`src/rtl/preg_alloc_sched.sv`:
```
// Physical register allocation scheduler: prefetches free tags into a small FIFO
// for a two-wide rename stage and serialises commit-side releases back to the free list.
module preg_alloc_sched #(
  parameter int PREG_W    = 6,
  parameter int PF_DEPTH  = 4,
  parameter int REL_DEPTH = 4,
  parameter int BACKOFF   = 4
) (
  input  logic                      clk,
  input  logic                      reset,
  output logic                      fl_alloc_en,
  input  logic [PREG_W-1:0]         fl_alloc_phys,
  input  logic                      fl_alloc_valid,
  output logic                      fl_free_en,
  output logic [PREG_W-1:0]         fl_free_phys,
  input  logic [1:0]                ren_req,
  output logic [1:0]                ren_grant,
  output logic [PREG_W-1:0]         ren_phys0,
  output logic [PREG_W-1:0]         ren_phys1,
  input  logic [1:0]                rel_en,
  input  logic [PREG_W-1:0]         rel_phys0,
  input  logic [PREG_W-1:0]         rel_phys1,
  output logic                      rel_ready,
  output logic [$clog2(PF_DEPTH):0] pf_count
);

  localparam int PF_AW  = $clog2(PF_DEPTH);
  localparam int PF_CW  = PF_AW + 1;
  localparam int REL_AW = $clog2(REL_DEPTH);
  localparam int REL_CW = REL_AW + 1;
  localparam int BO_W   = (BACKOFF < 1) ? 1 : $clog2(BACKOFF + 1);

  localparam logic [BO_W-1:0] BO_LOAD = BO_W'(BACKOFF);

  typedef enum logic {
    FETCH,
    EMPTY_WAIT
  } state_t;

  state_t            r_state;
  state_t            w_state_nxt;
  logic [BO_W-1:0]   r_backoff;
  logic [BO_W-1:0]   w_backoff_nxt;
  logic              r_inflight;

  logic [PREG_W-1:0] r_pf_mem [PF_DEPTH];
  logic [PF_AW-1:0]  r_pf_rd;
  logic [PF_AW-1:0]  r_pf_wr;
  logic [PF_CW-1:0]  r_pf_count;

  logic [PREG_W-1:0] r_rel_mem [REL_DEPTH];
  logic [REL_AW-1:0] r_rel_rd;
  logic [REL_AW-1:0] r_rel_wr;
  logic [REL_CW-1:0] r_rel_count;
  logic              r_free_en;
  logic [PREG_W-1:0] r_free_phys;

  logic [PF_CW:0]    w_pf_plus_inflight;
  logic              w_alloc_en;
  logic              w_rsp_ok;
  logic              w_rsp_fail;
  logic [1:0]        w_grant;
  logic [1:0]        w_pf_pop_n;
  logic              w_pf_push;
  logic [PF_AW-1:0]  w_pf_rd_p1;
  logic              w_rel_ready;
  logic              w_rel_push0;
  logic              w_rel_push1;
  logic [1:0]        w_rel_push_n;
  logic [REL_AW-1:0] w_rel_wr1;
  logic              w_rel_pop;

  // Pops are deliberately not credited so the request decision depends only on flops.
  assign w_pf_plus_inflight = {1'b0, r_pf_count} + {{PF_CW{1'b0}}, r_inflight};
  assign w_alloc_en = !reset && (r_state == FETCH) &&
                      (w_pf_plus_inflight < (PF_CW + 1)'(PF_DEPTH));

  assign w_rsp_ok   = r_inflight && fl_alloc_valid;
  assign w_rsp_fail = r_inflight && !fl_alloc_valid;

  assign w_grant[0] = ren_req[0] && (r_pf_count >= PF_CW'(1));
  assign w_grant[1] = ren_req[1] && ren_req[0] && (r_pf_count >= PF_CW'(2));
  assign w_pf_pop_n = {w_grant[1], w_grant[0] & ~w_grant[1]};
  assign w_pf_push  = !reset && w_rsp_ok &&
                      ((r_pf_count < PF_CW'(PF_DEPTH)) || w_grant[0]);
  assign w_pf_rd_p1 = r_pf_rd + PF_AW'(1);

  assign w_rel_ready  = (r_rel_count <= REL_CW'(REL_DEPTH - 2));
  assign w_rel_push0  = !reset && rel_en[0] && w_rel_ready;
  assign w_rel_push1  = !reset && rel_en[1] && w_rel_ready;
  assign w_rel_push_n = {1'b0, w_rel_push0} + {1'b0, w_rel_push1};
  assign w_rel_wr1    = r_rel_wr + REL_AW'(w_rel_push0);
  assign w_rel_pop    = (r_rel_count != '0);

  assign fl_alloc_en  = w_alloc_en;
  assign fl_free_en   = r_free_en;
  assign fl_free_phys = r_free_phys;
  assign ren_grant    = w_grant;
  assign ren_phys0    = r_pf_mem[r_pf_rd];
  assign ren_phys1    = r_pf_mem[w_pf_rd_p1];
  assign rel_ready    = w_rel_ready;
  assign pf_count     = r_pf_count;

  // A failed response always (re)arms the backoff, even if a release arrives alongside it.
  always_comb begin
    w_state_nxt   = r_state;
    w_backoff_nxt = r_backoff;
    case (r_state)
      FETCH: begin
        if (w_rsp_fail) begin
          w_state_nxt   = EMPTY_WAIT;
          w_backoff_nxt = BO_LOAD;
        end
      end
      EMPTY_WAIT: begin
        if (w_rsp_fail) begin
          w_backoff_nxt = BO_LOAD;
        end else if (r_free_en || (r_backoff <= BO_W'(1))) begin
          w_state_nxt   = FETCH;
          w_backoff_nxt = '0;
        end else begin
          w_backoff_nxt = r_backoff - BO_W'(1);
        end
      end
      default: begin
        w_state_nxt   = FETCH;
        w_backoff_nxt = '0;
      end
    endcase
  end

  always_ff @(posedge clk) begin
    if (reset) begin
      r_state    <= FETCH;
      r_backoff  <= '0;
      r_inflight <= 1'b0;
    end else begin
      r_state    <= w_state_nxt;
      r_backoff  <= w_backoff_nxt;
      r_inflight <= w_alloc_en;
    end
  end

  always_ff @(posedge clk) begin
    if (reset) begin
      r_pf_rd    <= '0;
      r_pf_wr    <= '0;
      r_pf_count <= '0;
    end else begin
      if (w_pf_push) begin
        r_pf_wr <= r_pf_wr + PF_AW'(1);
      end
      r_pf_rd    <= r_pf_rd + PF_AW'(w_pf_pop_n);
      r_pf_count <= r_pf_count + PF_CW'(w_pf_push) - PF_CW'(w_pf_pop_n);
    end
  end

  always_ff @(posedge clk) begin
    if (w_pf_push) begin
      r_pf_mem[r_pf_wr] <= fl_alloc_phys;
    end
  end

  // The older release lands first so tags drain back in commit order.
  always_ff @(posedge clk) begin
    if (w_rel_push0) begin
      r_rel_mem[r_rel_wr] <= rel_phys0;
    end
    if (w_rel_push1) begin
      r_rel_mem[w_rel_wr1] <= rel_phys1;
    end
  end

  always_ff @(posedge clk) begin
    if (reset) begin
      r_rel_rd    <= '0;
      r_rel_wr    <= '0;
      r_rel_count <= '0;
      r_free_en   <= 1'b0;
      r_free_phys <= '0;
    end else begin
      r_rel_wr    <= r_rel_wr + REL_AW'(w_rel_push_n);
      r_rel_count <= r_rel_count + REL_CW'(w_rel_push_n) - REL_CW'(w_rel_pop);
      r_free_en   <= w_rel_pop;
      if (w_rel_pop) begin
        r_rel_rd    <= r_rel_rd + REL_AW'(1);
        r_free_phys <= r_rel_mem[r_rel_rd];
      end
    end
  end

  a_rel_overflow: assert property (@(posedge clk) disable iff (reset)
    !((|rel_en) && !w_rel_ready));

endmodule
```
`config.mk`:
```
export PLATFORM = sky130hd
export DESIGN_NAME = preg_alloc_sched
export DESIGN_NICKNAME = d
export VERILOG_FILES = /design/src/rtl/preg_alloc_sched.sv
export SDC_FILE = /design/constraint.sdc
export NUM_CORES = 1
export LEC_CHECK = 0
export BUFFER_PORTS_ARGS = -buffer_cell sky130_fd_sc_hd__clkbuf_2
export CORE_MARGIN = 2
export CORE_UTILIZATION = 35
export CTS_CLUSTER_DIAMETER = 50
export DETAILED_ROUTE_END_ITERATION = 6
export SETUP_SLACK_MARGIN = 0.3
export SYNTH_ARGS = -nofsm -noshare
export SYNTH_HDL_FRONTEND = slang
export SYNTH_SLANG_ARGS = --single-unit
```
`constraint.sdc`:
```
create_clock -name clk -period 5.4 [get_ports clk]
set_input_delay 1.08 -clock clk [delete_from_list [all_inputs] [get_ports clk]]
set_output_delay 1.08 -clock clk [all_outputs]
set_load 0.02 [all_outputs]
```
==> results of run 1 <==
registers in the layout, summed over array words and instances, names as in the netlist:
register,cells
fl_free_en,1
fl_free_phys,6
pf_count,3
r_backoff,3
r_inflight,1
r_pf_mem,24
r_pf_rd,2
r_pf_wr,2
r_rel_count,3
r_rel_mem,24
r_rel_rd,2
r_rel_wr,2
r_state,1
Yosys cell counts, drive strengths merged (2+ instances only):
| master | count | area (sq um) |
|---|---|---|
| o31ai | 2 | 15.0 |
| clkbuf | 4 | 16.3 |
| nand2b | 5 | 31.3 |
| and3 | 2 | 12.5 |
| nor2 | 9 | 33.8 |
| dfxtp | 26 | 521 |
| o211ai | 2 | 15.0 |
| edfxtp | 48 | 1440 |
| o21ai | 7 | 35.0 |
| nand2 | 14 | 52.6 |
| xnor2 | 5 | 43.8 |
| and2 | 6 | 37.5 |
| buf | 6 | 27.5 |
| mux4 | 18 | 405 |
| nand4 | 2 | 25.0 |
| clkinv | 2 | 7.51 |
| a31oi | 2 | 12.5 |
| xor2 | 5 | 43.8 |
| nor4 | 4 | 55.1 |
| nand3 | 2 | 10.0 |
| inv | 13 | 48.8 |
| or3 | 2 | 12.5 |
| mux2 | 26 | 293 |
| fa | 2 | 40.0 |
| ha | 14 | 175 |
| nor3 | 2 | 15.0 |
| nor2b | 11 | 68.8 |
| a21oi | 10 | 50.1 |
worst max-delay path by stage:
stage                     start                         to  slack, ns  cells after the start
after floorplan           reset                fl_alloc_en       2.12                      3
after global placement    reset  r_rel_count[2]$_SDFF_PP0_       1.70                     12
after detailed placement  reset  r_rel_count[2]$_SDFF_PP0_       1.65                     12
after CTS                 reset  r_rel_count[2]$_SDFF_PP0_       2.03                     12
after global routing      reset  r_rel_mem[1][4]$_DFFE_PP_       1.86                      7
final                     reset  r_rel_count[2]$_SDFF_PP0_       2.05                     12
critical path, cell delays in order:
cell	delay [ns]
clkbuf_2	0.49
nand2b_1	0.35
nor2_1	0.08
ha_1	0.31
inv_1	0.05
ha_1	0.27
inv_1	0.04
ha_1	0.18
fa_1	0.37
xor2_1	0.17
xnor2_1	0.13
nor2_1	0.05
cells by family after synthesis:
logic type               after synthesis
flip-flops                            74
multiplexers                          44
buffers and inverters                 25
XOR/XNOR                              10
adder cells (fa/ha/maj)               16
AND/OR/NAND/NOR                       63
AO/OA/AOI/OAI                         27
through the flow:
stage	utilization (%)	area (sq um)	setup slack (ns)	std cells	hold slack [ns]
final	41.5	4230	2.05	451	0.453
after floorplan	-	3610	2.12	259	0.455
after global routing	41.5	4230	1.86	451	0.480
after CTS	41.5	4230	2.03	451	0.459
after detailed placement	39.2	3990	1.65	435	0.446
after global placement	39.2	3990	1.70	435	0.440
report_power, final:
part           internal, mW  switching [mW]
Combinational         0.318           0.357
Sequential            0.705           0.113
Clock                 0.279           0.223
Total                  1.30           0.693
per-layer routing:
layer | part of all wire [%] | vias up | global-route usage [%]
met3 | 4.8 | 9 | 4.02
met4 | 1.4 | 0 | 5.55
met2 | 46 | 52 | 20.0
met1 | 48 | 1065 | 18.5
met5 | 0 | - | 0
li1 | - | 1067 | -
area by class of cell:
cell class              instances  share of cell area [%]
flip-flops and latches         74                    46.4
multi-input cells             160                    36.7
repair buffers                 50                    5.92
well taps                     136                    4.03
clock buffers                  10                    3.26
clock inverters                 6                    2.31
inverters                      15                    1.33
==> flow_metrics.py, run 1 <==
metrics = {
    "synthesis": {
        "yosys_warnings": 0,
        "yosysSeqAreaShare_pct": 54.3,
        "synthesis.nets": 300,
        "synth-simple-area-share_pct": 10.8,
        "yosysUniqueCellTypes": 40,
        "avgSynthCellArea_sq_um": 14.0,
        "synth_xor_area_share_pct": 2.42,
        "synthArstFlopShare_pct": 0,
        "synth_edf_count": 48,
        "synth_top_family_by_area": "multiplexers",
        "synth_fa_ha_area_share_pct": 5.95,
        "muxShareOfSynthArea_pct": 19.3,
        "synth_seq_cells": 74,
        "synth_cells": 259,
        "netlist_area_sq_mm": 0.00361,
        "synth_compound_area_share_pct": 4.50,
        "synthFlopType": "edfxtp_1",
    },
    "setup_path": {
        "critPathArrivalTime_ns": 3.58,
        "cp-end-kind": "flip-flop",
        "worstRegToRegCells": 6,
        "rr_endpoint": "r_rel_mem[2][3]$_DFFE_PP_",
        "reg2reg_slack_ns": 2.57,
        "r2r_start": "r_rel_count[1]$_SDFF_PP0_",
        "cp-start-kind": "input port",
        "worstPathMaxFanout": 33,
        "required_ns": 5.62,
        "path_class": "in2reg",
    },
    "finish": {
        "multi_input_area_sq_mm": 0.00155,
        "num-nets-final": 351,
        "insertedDiodeCount": 0,
        "fillers": 964,
        "drive_gt1_share_pct": 38.1,
        "final_cell_mix": "clkbuf_2 (50), edfxtp_1 (48), mux2_2 (26), dfxtp_1 (26), mux4_2 (18)",
        "area_growth_syn_to_layout_pct": 16.9,
        "ff_latch_area_sq_mm": 0.00196,
        "final_common_cell": "clkbuf_2",
    },
    "drt": {
        "drtIter0Drc": 104,
        "wire_per_inst_um": 15.1,
        "routed_wl_um": 6810,
        "drt-vias-per-instance": 4.86,
        "num_vias": 2193,
        "firstDrtPassIters": 4,
        "drtAntennaViolNets": 0,
        "drc": 0,
    },
    "timing": {
        "slew_headroom_pct": 40.5,
        "worstMarginPinSlew_ns": 0.883,
        "finalSetupViolCount": 0,
        "finClkSkew_ns": 0.00885,
        "fin_crit_sh_pct": 62.1,
        "finalHoldViolations": 0,
        "clock.fmax_mhz": 298,
        "finalSetupTns_ns": 0,
        "slew_viol_final": 0,
        "period_minus_slack_ns": 3.35,
        "rsz0062_at_grt": "false",
    },
    "floorplanning": {
        "io_pins": 51,
        "die_area_sq_mm": 0.0112,
        "die-height_um": 106,
        "row_count": 37,
        "initial_core_util_pct": 35.5,
        "die_w_um": 106,
        "fp.coreArea_sq_mm": 0.0102,
    },
    "cts": {
        "clockRootBuffer": "clkbuf_8",
        "clk_latency_ns": 0.36,
        "hold_buffers": 0,
        "cts_buffers": 9,
        "cts_resized": 0,
        "tritoncts": "yes",
        "postCtsSetupBuffers": 0,
        "cts_sinks": 74,
        "h-tree-depth": 3,
        "clk_pin_slew_worst_paths_ns": 0.08,
        "cts_buffer_depth": 2,
    },
    "min_path": {
        "hold_path_class": "reg2reg",
        "min_to": "fl_free_phys[4]$_SDFFE_PP0P_",
        "min_from": "fl_free_phys[4]$_SDFFE_PP0P_",
        "hold_depth": 2,
    },
    "run": {
        "maxCapViolCount": 0,
    },
    "power": {
        "p_leak_nw": 1.57,
        "totalPowerFinal_mw": 2.00,
        "ir_drop_mv": 0.145,
        "p_per_area_mw_per_mm2": 472,
    },
    "global_route": {
        "grt_usage_pct": 13.5,
        "grt-ovfl-total": 0,
        "antenna_found_initial": 0,
        "grt_pass1_vias": 2191,
        "grt_max_degree": 34,
        "grt_first_pass_wirelength_um": 11400,
    },
    "place": {
        "dp_hpwl_um": 4970,
        "gp_congestion": 0.729,
        "port-buffer-count": 50,
    },
    "status": {
        "status": "finished clean",
    },
}
Note: power is estimated with default switching activity, not from simulation.
==> inputs of run 2 (changes only) <==
clock period = 3.1 ns   (was 5.4 ns; I/O delays follow)
==> run 2 against run 1 <==
Cell count rose by 1.1%. Design area rose by 1.3%. Clock skew rose by 0.00051 ns. Register-to-register slack got worse by 2.1 ns. Sequential cell count did not move. Sequential power rose by 74%. Largest power group unchanged. Non-clock buffer count rose by 5. Core utilization rose by 0.54 points. Critical path type is now reg2reg. Largest cell class unchanged. Clock-buffer cell count fell by 1. Via count fell by 1.1%. Combinational power rose by 78%. Critical path depth did not move.
==> flow_metrics.py, run 2 (synthesis results as in run 1) <==
metrics = {
    "global_route": {
        "grt_max_degree": 31,
        "grt_first_pass_wirelength_um": 10700,
        "antenna_found_initial": 0,
        "grt_usage_pct": 12.4,
        "grt-ovfl-total": 0,
        "grt_pass1_vias": 2135,
    },
    "cts": {
        "postCtsSetupBuffers": 0,
        "h-tree-depth": 3,
        "hold_buffers": 0,
        "tritoncts": "yes",
        "clk_pin_slew_worst_paths_ns": 0.07,
        "clockRootBuffer": "clkbuf_8",
        "clk_latency_ns": 0.35,
        "cts_buffers": 9,
        "cts_resized": 0,
        "cts_buffer_depth": 2,
        "cts_sinks": 74,
    },
    "finish": {
        "fillers": 985,
        "final_cells": 456,
        "stdcell_area_sq_mm": 0.00428,
        "final_common_cell": "clkbuf_2",
        "drive_gt1_share_pct": 40.0,
        "area_growth_syn_to_layout_pct": 18.4,
        "final_cell_mix": "clkbuf_2 (50), edfxtp_1 (48), mux2_2 (26)",
        "finish.utilization_pct": 42.0,
        "insertedDiodeCount": 0,
        "num-nets-final": 356,
    },
    "drt": {
        "dr.max_layer_used": "met4",
        "drtAntennaViolNets": 0,
        "routed-wl-met3_um": 254,
        "wire_per_inst_um": 14.3,
        "drtIter0Drc": 77,
        "num_vias": 2169,
        "wl_met2_um": 3070,
        "firstDrtPassIters": 4,
        "routed_wl_um": 6520,
        "wl_met1_um": 3090,
        "drc": 0,
        "drt-vias-per-instance": 4.76,
    },
    "timing": {
        "finalSetupViolCount": 0,
        "period_minus_slack_ns": 2.63,
        "worstMarginPinSlew_ns": 1.05,
        "rsz0062_at_grt": "false",
        "timing.hold.ws_ns": 0.454,
        "finClkSkew_ns": 0.00936,
        "clock.fmax_mhz": 381,
        "slew_headroom_pct": 29.0,
        "fin_crit_sh_pct": 84.7,
        "timing.final.ws_setup_ns": 0.475,
        "finalHoldViolations": 0,
        "finalSetupTns_ns": 0,
        "slew_viol_final": 0,
    },
    "min_path": {
        "hold_path_class": "reg2reg",
        "min_from": "fl_free_phys[4]$_SDFFE_PP0P_",
    },
    "run": {
        "maxCapViolCount": 0,
    },
    "setup_path": {
        "path_class": "reg2reg",
        "cp_common_cell": "ha_1",
        "cp_cell_sequence": "a21o_4 > clkinvlp_4 > and2_1 > ha_1 > inv_1 > ha_1 > inv_1 > ha_1 > fa_1 > xor2_1 > xnor2_1 > nor2_1",
        "max_stage_delay_ns": 0.39,
        "cp-end-kind": "flip-flop",
        "startpoint": "r_rel_count[1]$_SDFF_PP0_",
        "worstPathMaxFanout": 6,
        "critical-path-top-delay-family": "adder cells",
        "required_ns": 3.32,
        "crit_buf_inv": 3,
        "r2r_start": "r_rel_count[1]$_SDFF_PP0_",
        "crit_path_top_delay_cell": "fa_1",
        "cp-start-kind": "flip-flop",
        "critPathArrivalTime_ns": 2.85,
    },
    "power": {
        "ir_drop_mv": 0.260,
        "p_per_area_mw_per_mm2": 822,
        "totalPowerFinal_mw": 3.52,
        "p_leak_nw": 1.59,
    },
    "floorplanning": {
        "die-height_um": 106,
        "io_pins": 51,
        "die_w_um": 106,
        "die_area_sq_mm": 0.0112,
        "fp.coreArea_sq_mm": 0.0102,
        "row_count": 37,
        "initial_core_util_pct": 35.5,
    },
    "place": {
        "place_ws_ns": 0.317,
        "place_area_sq_mm": 0.00403,
        "dp_hpwl_um": 4870,
        "dpl.cell_count": 440,
        "gp_congestion": 0.784,
        "port-buffer-count": 50,
    },
    "status": {
        "status": "finished clean",
    },
}
run 2: cell types whose count changed in the layout (fill, tap and decap cells not counted), sizes merged:
cell	before	now
clkbuf	60	59
bufinv	2	3
inv	15	14
buf	0	5
clkinv	4	3
clkinvlp	0	2
run 2: metal layers:
layer  track usage, %  vias up
met5                0        -
met4             5.08        0
met3             2.84       11
met2             19.7       50
met1             16.5     1035
li1                 -     1073
run 2: power breakdown:
part / internal, mW / switching [mW]
combinational: 0.579 / 0.620
clock: 0.533 / 0.364
sequential: 1.23 / 0.193
run 2: worst paths after layout:
path                                  end  slack [ns]  cells past startpoint
min          fl_free_phys[4]$_SDFFE_PP0P_        0.45                      2
max             r_rel_count[2]$_SDFF_PP0_        0.47                     12
min reg2reg  fl_free_phys[4]$_SDFFE_PP0P_        0.45                      2
max reg2reg     r_rel_count[2]$_SDFF_PP0_        0.47                     12
run 2: worst min-delay path, delay by kind of cell, from the launching register on:
| kind | cells | cell delay, ns |
|---|---|---|
| compound gates | 1 | 0.05 |
| simple gates | 1 | 0.05 |
| flops | 1 | 0.31 |
run 2: layout make-up:
class,instances,area (sq um),area share [%]
sequential,74,1970,45.9
multi-input combinational,160,1560,36.4
timing repair buffer,55,288,6.72
tap,136,170,3.97
clock buffer,9,124,2.89
clock inverter,7,115,2.69
inverter,15,60.1,1.40
==> inputs of run 3 (changes only) <==
clock period = 2.6 ns   (was 3.1 ns; I/O delays follow)
==> run 3 against run 2 <==
Combinational power up 36%. Largest power group unchanged. Cell count grew 3.1%. Worst setup slack lost 0.17 ns. Design area is 3.0% higher. Core utilization is 1.3 points higher. Hold slack got worse by 0.047 ns. Maximum frequency up 15%.
==> flow_metrics.py, run 3 (synthesis results as in run 1) <==
metrics = {
    "global_route": {
        "grt_first_pass_wirelength_um": 11400,
        "grt_max_degree": 31,
        "antenna_found_initial": 0,
        "grt_usage_pct": 12.9,
        "grt_pass1_vias": 2327,
        "grt-ovfl-total": 0,
    },
    "timing": {
        "clock.fmax_mhz": 437,
        "finalHoldViolations": 0,
        "slew_headroom_pct": 58.9,
        "period_minus_slack_ns": 2.29,
        "fin_crit_sh_pct": 88.1,
        "worstMarginPinSlew_ns": 0.615,
        "finalSetupViolCount": 0,
        "finClkSkew_ns": 0.0115,
        "timing.hold.ws_ns": 0.407,
        "rsz0062_at_grt": "true",
        "slew_viol_final": 0,
        "finalSetupTns_ns": 0,
    },
    "drt": {
        "wl_met2_um": 3560,
        "drt-vias-per-instance": 4.77,
        "routed_wl_um": 6810,
        "num_vias": 2244,
        "drtIter0Drc": 61,
        "firstDrtPassIters": 4,
        "wire_per_inst_um": 14.5,
        "wl_met1_um": 2890,
        "drtAntennaViolNets": 0,
        "dr.max_layer_used": "met4",
        "routed-wl-met3_um": 289,
        "drc": 0,
    },
    "place": {
        "place_area_sq_mm": 0.00411,
        "gp_congestion": 0.818,
        "dp_hpwl_um": 5060,
        "port-buffer-count": 50,
    },
    "min_path": {
        "min_from": "fl_alloc_phys[4]",
        "hold_path_class": "in2reg",
    },
    "power": {
        "p_sw_share_pct": 34.7,
        "switchingPower_mw": 1.45,
        "pwr-share-comb_pct": 38.9,
        "p_per_area_mw_per_mm2": 947,
        "p_seq_share_pct": 40.2,
        "clkPwrFrac_pct": 20.9,
        "ir_drop_mv": 0.449,
        "p_leak_nw": 1.65,
        "internal_power_mw": 2.73,
    },
    "finish": {
        "final_common_cell": "clkbuf_2",
        "insertedDiodeCount": 0,
        "stdcell_area_sq_mm": 0.00441,
        "fillers": 972,
        "area_growth_syn_to_layout_pct": 22.0,
        "drive_gt1_share_pct": 46.4,
        "num-nets-final": 370,
        "final_cell_mix": "clkbuf_2 (50), edfxtp_1 (48), mux2_2 (26)",
    },
    "floorplanning": {
        "initial_core_util_pct": 35.5,
        "io_pins": 51,
        "die_area_sq_mm": 0.0112,
        "fp.coreArea_sq_mm": 0.0102,
        "die_w_um": 106,
        "row_count": 37,
        "die-height_um": 106,
    },
    "setup_path": {
        "required_ns": 2.82,
        "crit_path_top_delay_cell": "dfxtp_4",
        "max_stage_delay_ns": 0.37,
        "cp-start-kind": "flip-flop",
        "path_class": "reg2reg",
        "startpoint": "r_rel_count[1]$_SDFF_PP0_",
        "cp_common_cell": "ha_4",
        "cp-end-kind": "flip-flop",
        "critPathArrivalTime_ns": 2.51,
        "cp_cell_sequence": "a21o_4 > clkinv_4 > and2_4 > ha_4 > inv_2 > ha_4 > inv_1 > ha_2 > fa_2 > xor2_2 > xnor2_1 > nor2_1",
        "r2r_start": "r_rel_count[1]$_SDFF_PP0_",
        "worstPathMaxFanout": 3,
    },
    "status": {
        "status": "finished clean",
    },
    "cts": {
        "cts_buffers": 9,
        "clk_latency_ns": 0.34,
        "clk_pin_slew_worst_paths_ns": 0.07,
        "cts_sinks": 74,
        "tritoncts": "yes",
        "cts_buffer_depth": 2,
        "h-tree-depth": 3,
        "clockRootBuffer": "clkbuf_8",
    },
    "run": {
        "maxCapViolCount": 0,
    },
}
==> run 3: worst paths after layout <==
| path | cells after the start | slack, ns | endpoint |
|---|---|---|---|
| max | 12 | 0.31 | r_rel_count[2]$_SDFF_PP0_ |
| min | 1 | 0.41 | r_pf_mem[0][4]$_DFFE_PP_ |
| max reg2reg | 12 | 0.31 | r_rel_count[2]$_SDFF_PP0_ |
| min reg2reg | 2 | 0.45 | fl_free_phys[5]$_SDFFE_PP0P_ |
==> run 3: per-layer routing <==
metal  vias to the layer above  track usage [%]
li1                       1096                -
met1                      1089             15.8
met2                        52             22.5
met3                         7             3.53
met4                         0             3.67
met5                         -                0
==> run 3: area by class of cell <==
cell class                      count  area [sq um]  share of cell area [%]
Inverter                           15          61.3                    1.39
Clock buffer                       10           128                    2.89
Timing Repair Buffer               69           393                    8.91
Multi-Input combinational cell    160          1620                    36.7
Clock inverter                      6          68.8                    1.56
Tap cell                          136           170                    3.86
Sequential cell                    74          1970                    44.7
==> run 3: critical path: cells and delay by family, from the launching register on <==
| kind | cells | cell delay (ns) |
|---|---|---|
| flip-flops | 1 | 0.37 |
| AND/OR/NAND/NOR | 2 | 0.22 |
| AO/OA/AOI/OAI | 1 | 0.14 |
| buffers and inverters | 3 | 0.12 |
| XOR/XNOR | 2 | 0.30 |
| adder cells (fa/ha/maj) | 4 | 1.01 |
==> run 3: power by group through the flow <==
stage	clock (mW)	combinational [mW]	sequential (mW)
finish	0.872	1.63	1.68
detailed placement	0	1.51	1.71
global route	0.945	1.81	1.72
CTS	0.911	1.59	1.69
global placement	0	1.48	1.71
floorplan	0	1.13	1.67
==> run 3: repair_timing <==
| action | CTS | global route |
|---|---|---|
| pin swaps | 4 | 6 |
| gates resized for setup | 5 | 6 |
| hold buffers | 0 | 0 |
| setup endpoints to repair | 33 | 24 |
| buffers inserted | 6 | 2 |
==> run 3: through the flow <==
step | instances | utilization, % | power, mW | worst slack [ns]
2_1_floorplan | 259 | - | 2.81 | 0.254
3_3_place_gp | 446 | 40.4 | 3.19 | 0.142
3_5_place_dp | 446 | 40.4 | 3.23 | 0.0983
4_1_cts | 468 | 42.9 | 4.19 | 0.233
5_1_grt | 470 | 43.3 | 4.48 | 0.227
6_report | 470 | 43.3 | 4.18 | 0.309
